$ cat src/rtl/alarm_pkg.sv
// Shared definitions for the car-alarm datapath: timer state encodings and
// interval selector codes consumed by time_parameters.
package alarm_pkg;

    typedef enum logic [1:0] {
        TMR_IDLE  = 2'b00,
        TMR_COUNT = 2'b01,
        TMR_DONE  = 2'b10,
        TMR_BAD   = 2'b11
    } tmr_state_t;

    typedef enum logic [1:0] {
        T_ARM_DELAY       = 2'b00,
        T_DRIVER_DELAY    = 2'b01,
        T_PASSENGER_DELAY = 2'b10,
        T_ALARM_ON        = 2'b11
    } interval_sel_t;

endpackage

$ cat src/rtl/countdown_timer_prescaler.sv
// Free-running one-second prescaler with synchronous clear; derives the
// 1 Hz / 0.5 Hz enables and the 2 s blink level.
module one_hz_prescaler #(
    parameter int CYCLES_PER_SEC = 50_000_000
) (
    input  logic clock,
    input  logic reset,
    input  logic clear,
    output logic tick,
    output logic one_hz_enable,
    output logic half_hz_enable,
    output logic blink
);

    localparam int CNT_W = (CYCLES_PER_SEC > 1) ? $clog2(CYCLES_PER_SEC) : 1;
    localparam logic [CNT_W-1:0] TERM = CNT_W'(CYCLES_PER_SEC - 1);

    logic [CNT_W-1:0] count;
    logic             phase;

    assign tick = (count == TERM);

    // A clear restarts the whole second, so the enables and blink realign too.
    always_ff @(posedge clock or negedge reset) begin
        if (!reset) begin
            count          <= '0;
            phase          <= 1'b0;
            one_hz_enable  <= 1'b0;
            half_hz_enable <= 1'b0;
            blink          <= 1'b0;
        end else if (clear) begin
            count          <= '0;
            phase          <= 1'b0;
            one_hz_enable  <= 1'b0;
            half_hz_enable <= 1'b0;
            blink          <= 1'b0;
        end else begin
            count          <= tick ? '0 : count + 1'b1;
            one_hz_enable  <= tick;
            half_hz_enable <= tick & phase;
            if (tick) begin
                phase <= ~phase;
                blink <= ~blink;
            end
        end
    end

endmodule

$ cat src/rtl/countdown_timer.sv
// Seconds countdown for the alarm/disarm FSMs; expired holds while the
// requester keeps start_timer high.
//
// state     | meaning
// TMR_IDLE  | no countdown owned, remaining = 0
// TMR_COUNT | counting down, busy = 1
// TMR_DONE  | interval elapsed, expired = 1 until start_timer drops
module countdown_timer
    import alarm_pkg::*;
#(
    parameter int CYCLES_PER_SEC = 50_000_000,
    parameter int VALUE_W        = 4
) (
    input  logic               clock,
    input  logic               reset,
    input  logic [VALUE_W-1:0] value,
    input  logic               start_timer,
    output logic               expired,
    output logic               busy,
    output logic [VALUE_W-1:0] remaining,
    output logic               one_hz_enable,
    output logic               half_hz_enable,
    output logic               blink
);

    tmr_state_t         state, state_nxt;
    logic [VALUE_W-1:0] rem_nxt;
    logic               start_d;
    logic               start_edge;
    logic               tick;

    assign start_edge = start_timer & ~start_d;

    one_hz_prescaler #(
        .CYCLES_PER_SEC(CYCLES_PER_SEC)
    ) u_prescaler (
        .clock         (clock),
        .reset         (reset),
        .clear         (start_edge),
        .tick          (tick),
        .one_hz_enable (one_hz_enable),
        .half_hz_enable(half_hz_enable),
        .blink         (blink)
    );

    always_ff @(posedge clock or negedge reset) begin
        if (!reset) begin
            state     <= TMR_IDLE;
            remaining <= '0;
            start_d   <= 1'b0;
        end else begin
            state     <= state_nxt;
            remaining <= rem_nxt;
            start_d   <= start_timer;
        end
    end

    always_comb begin
        state_nxt = state;
        rem_nxt   = remaining;
        case (state)
            TMR_IDLE, TMR_DONE: begin
                if (start_edge) begin
                    if (value != '0) begin
                        state_nxt = TMR_COUNT;
                        rem_nxt   = value;
                    end else begin
                        state_nxt = TMR_DONE;
                        rem_nxt   = '0;
                    end
                end else if (!start_timer) begin
                    state_nxt = TMR_IDLE;
                    rem_nxt   = '0;
                end
            end
            TMR_COUNT: begin
                // Abort, then restart, then tick.
                if (!start_timer) begin
                    state_nxt = TMR_IDLE;
                    rem_nxt   = '0;
                end else if (start_edge) begin
                    if (value != '0) begin
                        rem_nxt = value;
                    end else begin
                        state_nxt = TMR_DONE;
                        rem_nxt   = '0;
                    end
                end else if (tick) begin
                    if (remaining <= VALUE_W'(1)) begin
                        state_nxt = TMR_DONE;
                        rem_nxt   = '0;
                    end else begin
                        rem_nxt = remaining - 1'b1;
                    end
                end
            end
            default: begin
                state_nxt = TMR_IDLE;
                rem_nxt   = '0;
            end
        endcase
    end

    assign busy    = (state == TMR_COUNT);
    assign expired = (state == TMR_DONE);

endmodule

$ cat config.mk
export PLATFORM = sky130hd
export DESIGN_NAME = countdown_timer
export DESIGN_NICKNAME = d
export VERILOG_FILES = /design/src/rtl/alarm_pkg.sv /design/src/rtl/countdown_timer_prescaler.sv /design/src/rtl/countdown_timer.sv
export SDC_FILE = /design/constraint.sdc
export NUM_CORES = 1
export LEC_CHECK = 0
export ABC_AREA = 1
export CORE_MARGIN = 2
export CORE_UTILIZATION = 55
export CTS_CLUSTER_SIZE = 25
export DETAILED_ROUTE_END_ITERATION = 8
export PLACE_DENSITY = 0.75
export SLEW_MARGIN = 20
export SYNTH_ARGS = -nofsm -noshare
export SYNTH_HDL_FRONTEND = slang
export SYNTH_SLANG_ARGS = --single-unit
$ cat constraint.sdc
create_clock -name clock -period 1.98 [get_ports clock]
set_input_delay 0.297 -clock clock [delete_from_list [all_inputs] [get_ports clock]]
set_output_delay 0.297 -clock clock [all_outputs]
set_load 0.01 [all_outputs]
==> run_results.csv <==
group,metric,value,unit
synth,ys_seq_area_share,41.57,%
routing,drt_iter0_drc,123,
power_and_ir_drop,power.leakage,1.126,nW
global_routing,grt_start_max_net_pins,17,
final_layout,layout-drive-gt1-share,13.56,%
floorplanning,initial_core_util,56.49,%
critical_path,crit_type,"register to register",
critical_path,critPathArrivalTime,1.94,ns
critical_path,crit_path_start_kind,"register",
placed_design,dp_hpwl,3.580,mm
clocking,clkTransAtPathRegs,0.07,ns
final_layout,fin_util,64.93,%
floorplanning,die-width,67.64,microns
sta,rsz0062_at_grt,"false",
sta,worstMarginPinSlew,0.4233,ns
routing,routedWlPerCell,12.94,microns
power_and_ir_drop,total_power,1.694,mW
clocking,cts_made_buffers,5,
synth,yosys.cell_types.count,29,
placed_design,dp_cells,358,
critical_path,critical_path_required,2.15,ns
sta,fin_worst_skew,0.006211,ns
clocking,root_buffer,"clkbuf_8",
sta,setup_viol,0,
job,drv_cap,0,
critical_path,cp-end-kind,"register",
critical_path,regToRegSetupSlack,0.22,ns
routing,viasPerCell,5.248,
placed_design,place_ws,0.1790,ns
synth,syn_avg_cell_area,7.627,sq um
critical_path,r2r_start,"u_prescaler.count[0]",
synth,yosysWarnings,0,
floorplanning,die_y,67.64,microns
final_layout,ff_latch_area,925.9,sq um
placed_design,portBuffers,15,
sta,fin_tns_setup,0,ns
sta,layout_min_cycle_time,1.764,ns
sta,slew_headroom,71.72,%
synth,synth_fp_nets,302,
sta,whs,0.4493,ns
clocking,cts_tree,"done",
clocking,htreeDepth,2,
global_routing,antenna_found_initial,0,
sta,finalCritPeriodShare,89.07,%
sta,finalWorstSetupSlack,0.2164,ns
run_status,outcome,"complete, no violations",
placed_design,gp_congestion,0.8534,
final_layout,diodes,0,
critical_path,r2r_end,"u_prescaler.blink",
critical_path,rr_worst_depth,10,
critical_path,crit_fanout,10,
routing,drc,0,
synth,syn_inst,292,
routing,dr.pass1.iters,4,
synth,synth_area_leaders,"dfrtp_1, nand2_1, nor2_1, inv_1, nand3_1",
final_layout,fin_cells,367,
routing,routed_wl,4.750,mm
hold_path,hold_path_class,"input pin to asynchronous set/reset pin",
global_routing,grt_pass1_wl,7.969,mm
clocking,cts.sinks,37,
clocking,clock_path_buffers,2,
final_layout,fillCellCount,357,
global_routing,track_usage,23.23,%
final_layout,nets,326,
synth,netlist.area_leader.share,41.57,%
synth,synth_top_area_cell,"dfrtp_1",
synth,yosys_register_bits,37,
global_routing,grt_overflow,0,
final_layout,multi_input_area,0.001159,sq mm
placed_design,place_area,0.002449,sq mm
floorplanning,io_pins,16,
floorplanning,rows,23,
clocking,cts_setup_buffers,0,
clocking,clkLatencyLatePin,0.29,ns
power_and_ir_drop,pwr_density_cell,661.7,mW/mm^2
routing,drtAntennaViolNets,0,
clocking,cts_resized,0,
final_layout,final_area,0.002560,sq mm
synth,netlist_area,0.002227,sq mm
floorplanning,dieArea,0.004574,sq mm
power_and_ir_drop,ir_worst_vdd,380.4,uV
final_layout,syn_to_final_growth,14.94,%
sta,slew_viol_final,0,
sta,fmax,567.0,MHz
routing,num_vias,1926,
sta,finalHoldViolCount,0,
floorplanning,core,0.003943,sq mm
global_routing,first_global_vias,1812,
==> area by class of cell <==
| class | instances | share of cell area (%) |
|---|---|---|
| Clock buffer | 7 | 3.763 |
| Inverter | 35 | 5.230 |
| Multi-Input combinational cell | 218 | 45.26 |
| Tap cell | 50 | 2.444 |
| Sequential cell | 37 | 36.17 |
| Timing Repair Buffer | 19 | 6.940 |
| Clock inverter | 1 | 0.1955 |
==> state kept, by name (all words and copies together), names as in the netlist <==
name and flops:
u_prescaler.half_hz_enable 1, remaining 4, u_prescaler.one_hz_enable 1, u_prescaler.count 26
start_d 1, u_prescaler.phase 1, state 2, u_prescaler.blink 1
==> cells in the mapped netlist <==
| library cell | count |
|---|---|
| a21oi_1 | 7 |
| and3_1 | 1 |
| buf_2 | 1 |
| clkbuf_1 | 1 |
| dfrtp_1 | 37 |
| ha_1 | 3 |
| inv_1 | 32 |
| inv_2 | 2 |
| inv_4 | 1 |
| nand2_1 | 72 |
| nand2_2 | 3 |
| nand2_4 | 3 |
| nand3_1 | 19 |
| nand3_2 | 3 |
| nand3_4 | 1 |
| nand4_1 | 10 |
| nor2_1 | 48 |
| nor2_2 | 2 |
| nor2_4 | 6 |
| nor2_8 | 1 |
| nor3_1 | 9 |
| nor3_2 | 3 |
| nor3b_1 | 1 |
| o21a_1 | 1 |
| o21ai_0 | 8 |
| o21ai_1 | 2 |
| o21ai_2 | 6 |
| xnor2_1 | 3 |
| xor2_1 | 6 |
==> worst max-delay path, cell delays in order (launching register included) <==
cell,delay (ns)
dfrtp_1,0.41
ha_1,0.26
nand2_2,0.10
nor2_4,0.14
nand2_1,0.10
nor2_2,0.12
nand2_2,0.12
nand2_4,0.17
inv_4,0.10
nand2_1,0.07
o21ai_1,0.05
==> cells by family after synthesis <==
group | share of synthesized area, %
and+or+nand+nor | 40.28
adders and majority gates | 1.686
DFF | 41.57
buffers and inverters | 6.405
AOI/OAI and AO/OA | 6.517
xor gates and xnor gates | 3.540
==> report_power, final <==
group	switching [mW]	internal, mW
sequential	0.0622	0.799
clock	0.266	0.315
combinational	0.144	0.108
total	0.473	1.22
==> routing by layer <==
| metal | share of wire, % | global-route usage, % |
|---|---|---|
| met5 | 0 | 0 |
| met3 | 3.9 | 4.500 |
| met2 | 47 | 37.87 |
| met1 | 47 | 30.26 |
| met4 | 2.1 | 9.184 |
==> worst max path at each step <==
stage / startpoint / endpoint / slack [ns] / cells past startpoint
4_1_cts: u_prescaler.count[0] / u_prescaler.blink / 0.22 / 10
3_3_place_gp: start_timer / state[1] / 0.24 / 9
6_report: u_prescaler.count[0] / u_prescaler.blink / 0.22 / 10
5_1_grt: u_prescaler.count[0] / u_prescaler.phase / 0.07 / 10
2_1_floorplan: u_prescaler.count[0] / u_prescaler.blink / 0.51 / 10
3_5_place_dp: start_timer / remaining[0] / 0.18 / 8
==> placed cells by master, fill, tap and decap left out, drive strengths merged <==
cell type      count
nor2              57
xor2               6
buf                4
xnor2              3
dlygate4sd3        1
dfrtp             37
nor3              12
nand3             23
and3               1
nor3b              1
o21a               1
a21oi              7
inv               35
nand4             10
clkinv             1
o21ai             16
clkbuf             7
clkdlybuf4s50     14
ha                 3
nand2             78
==> what timing repair did <==
item,in CTS,in global routing
hold buffers,1,0
setup endpoints to repair,0,0
endpoints found under the hold margin,14,0
Note: power is estimated with default switching activity, not from simulation.
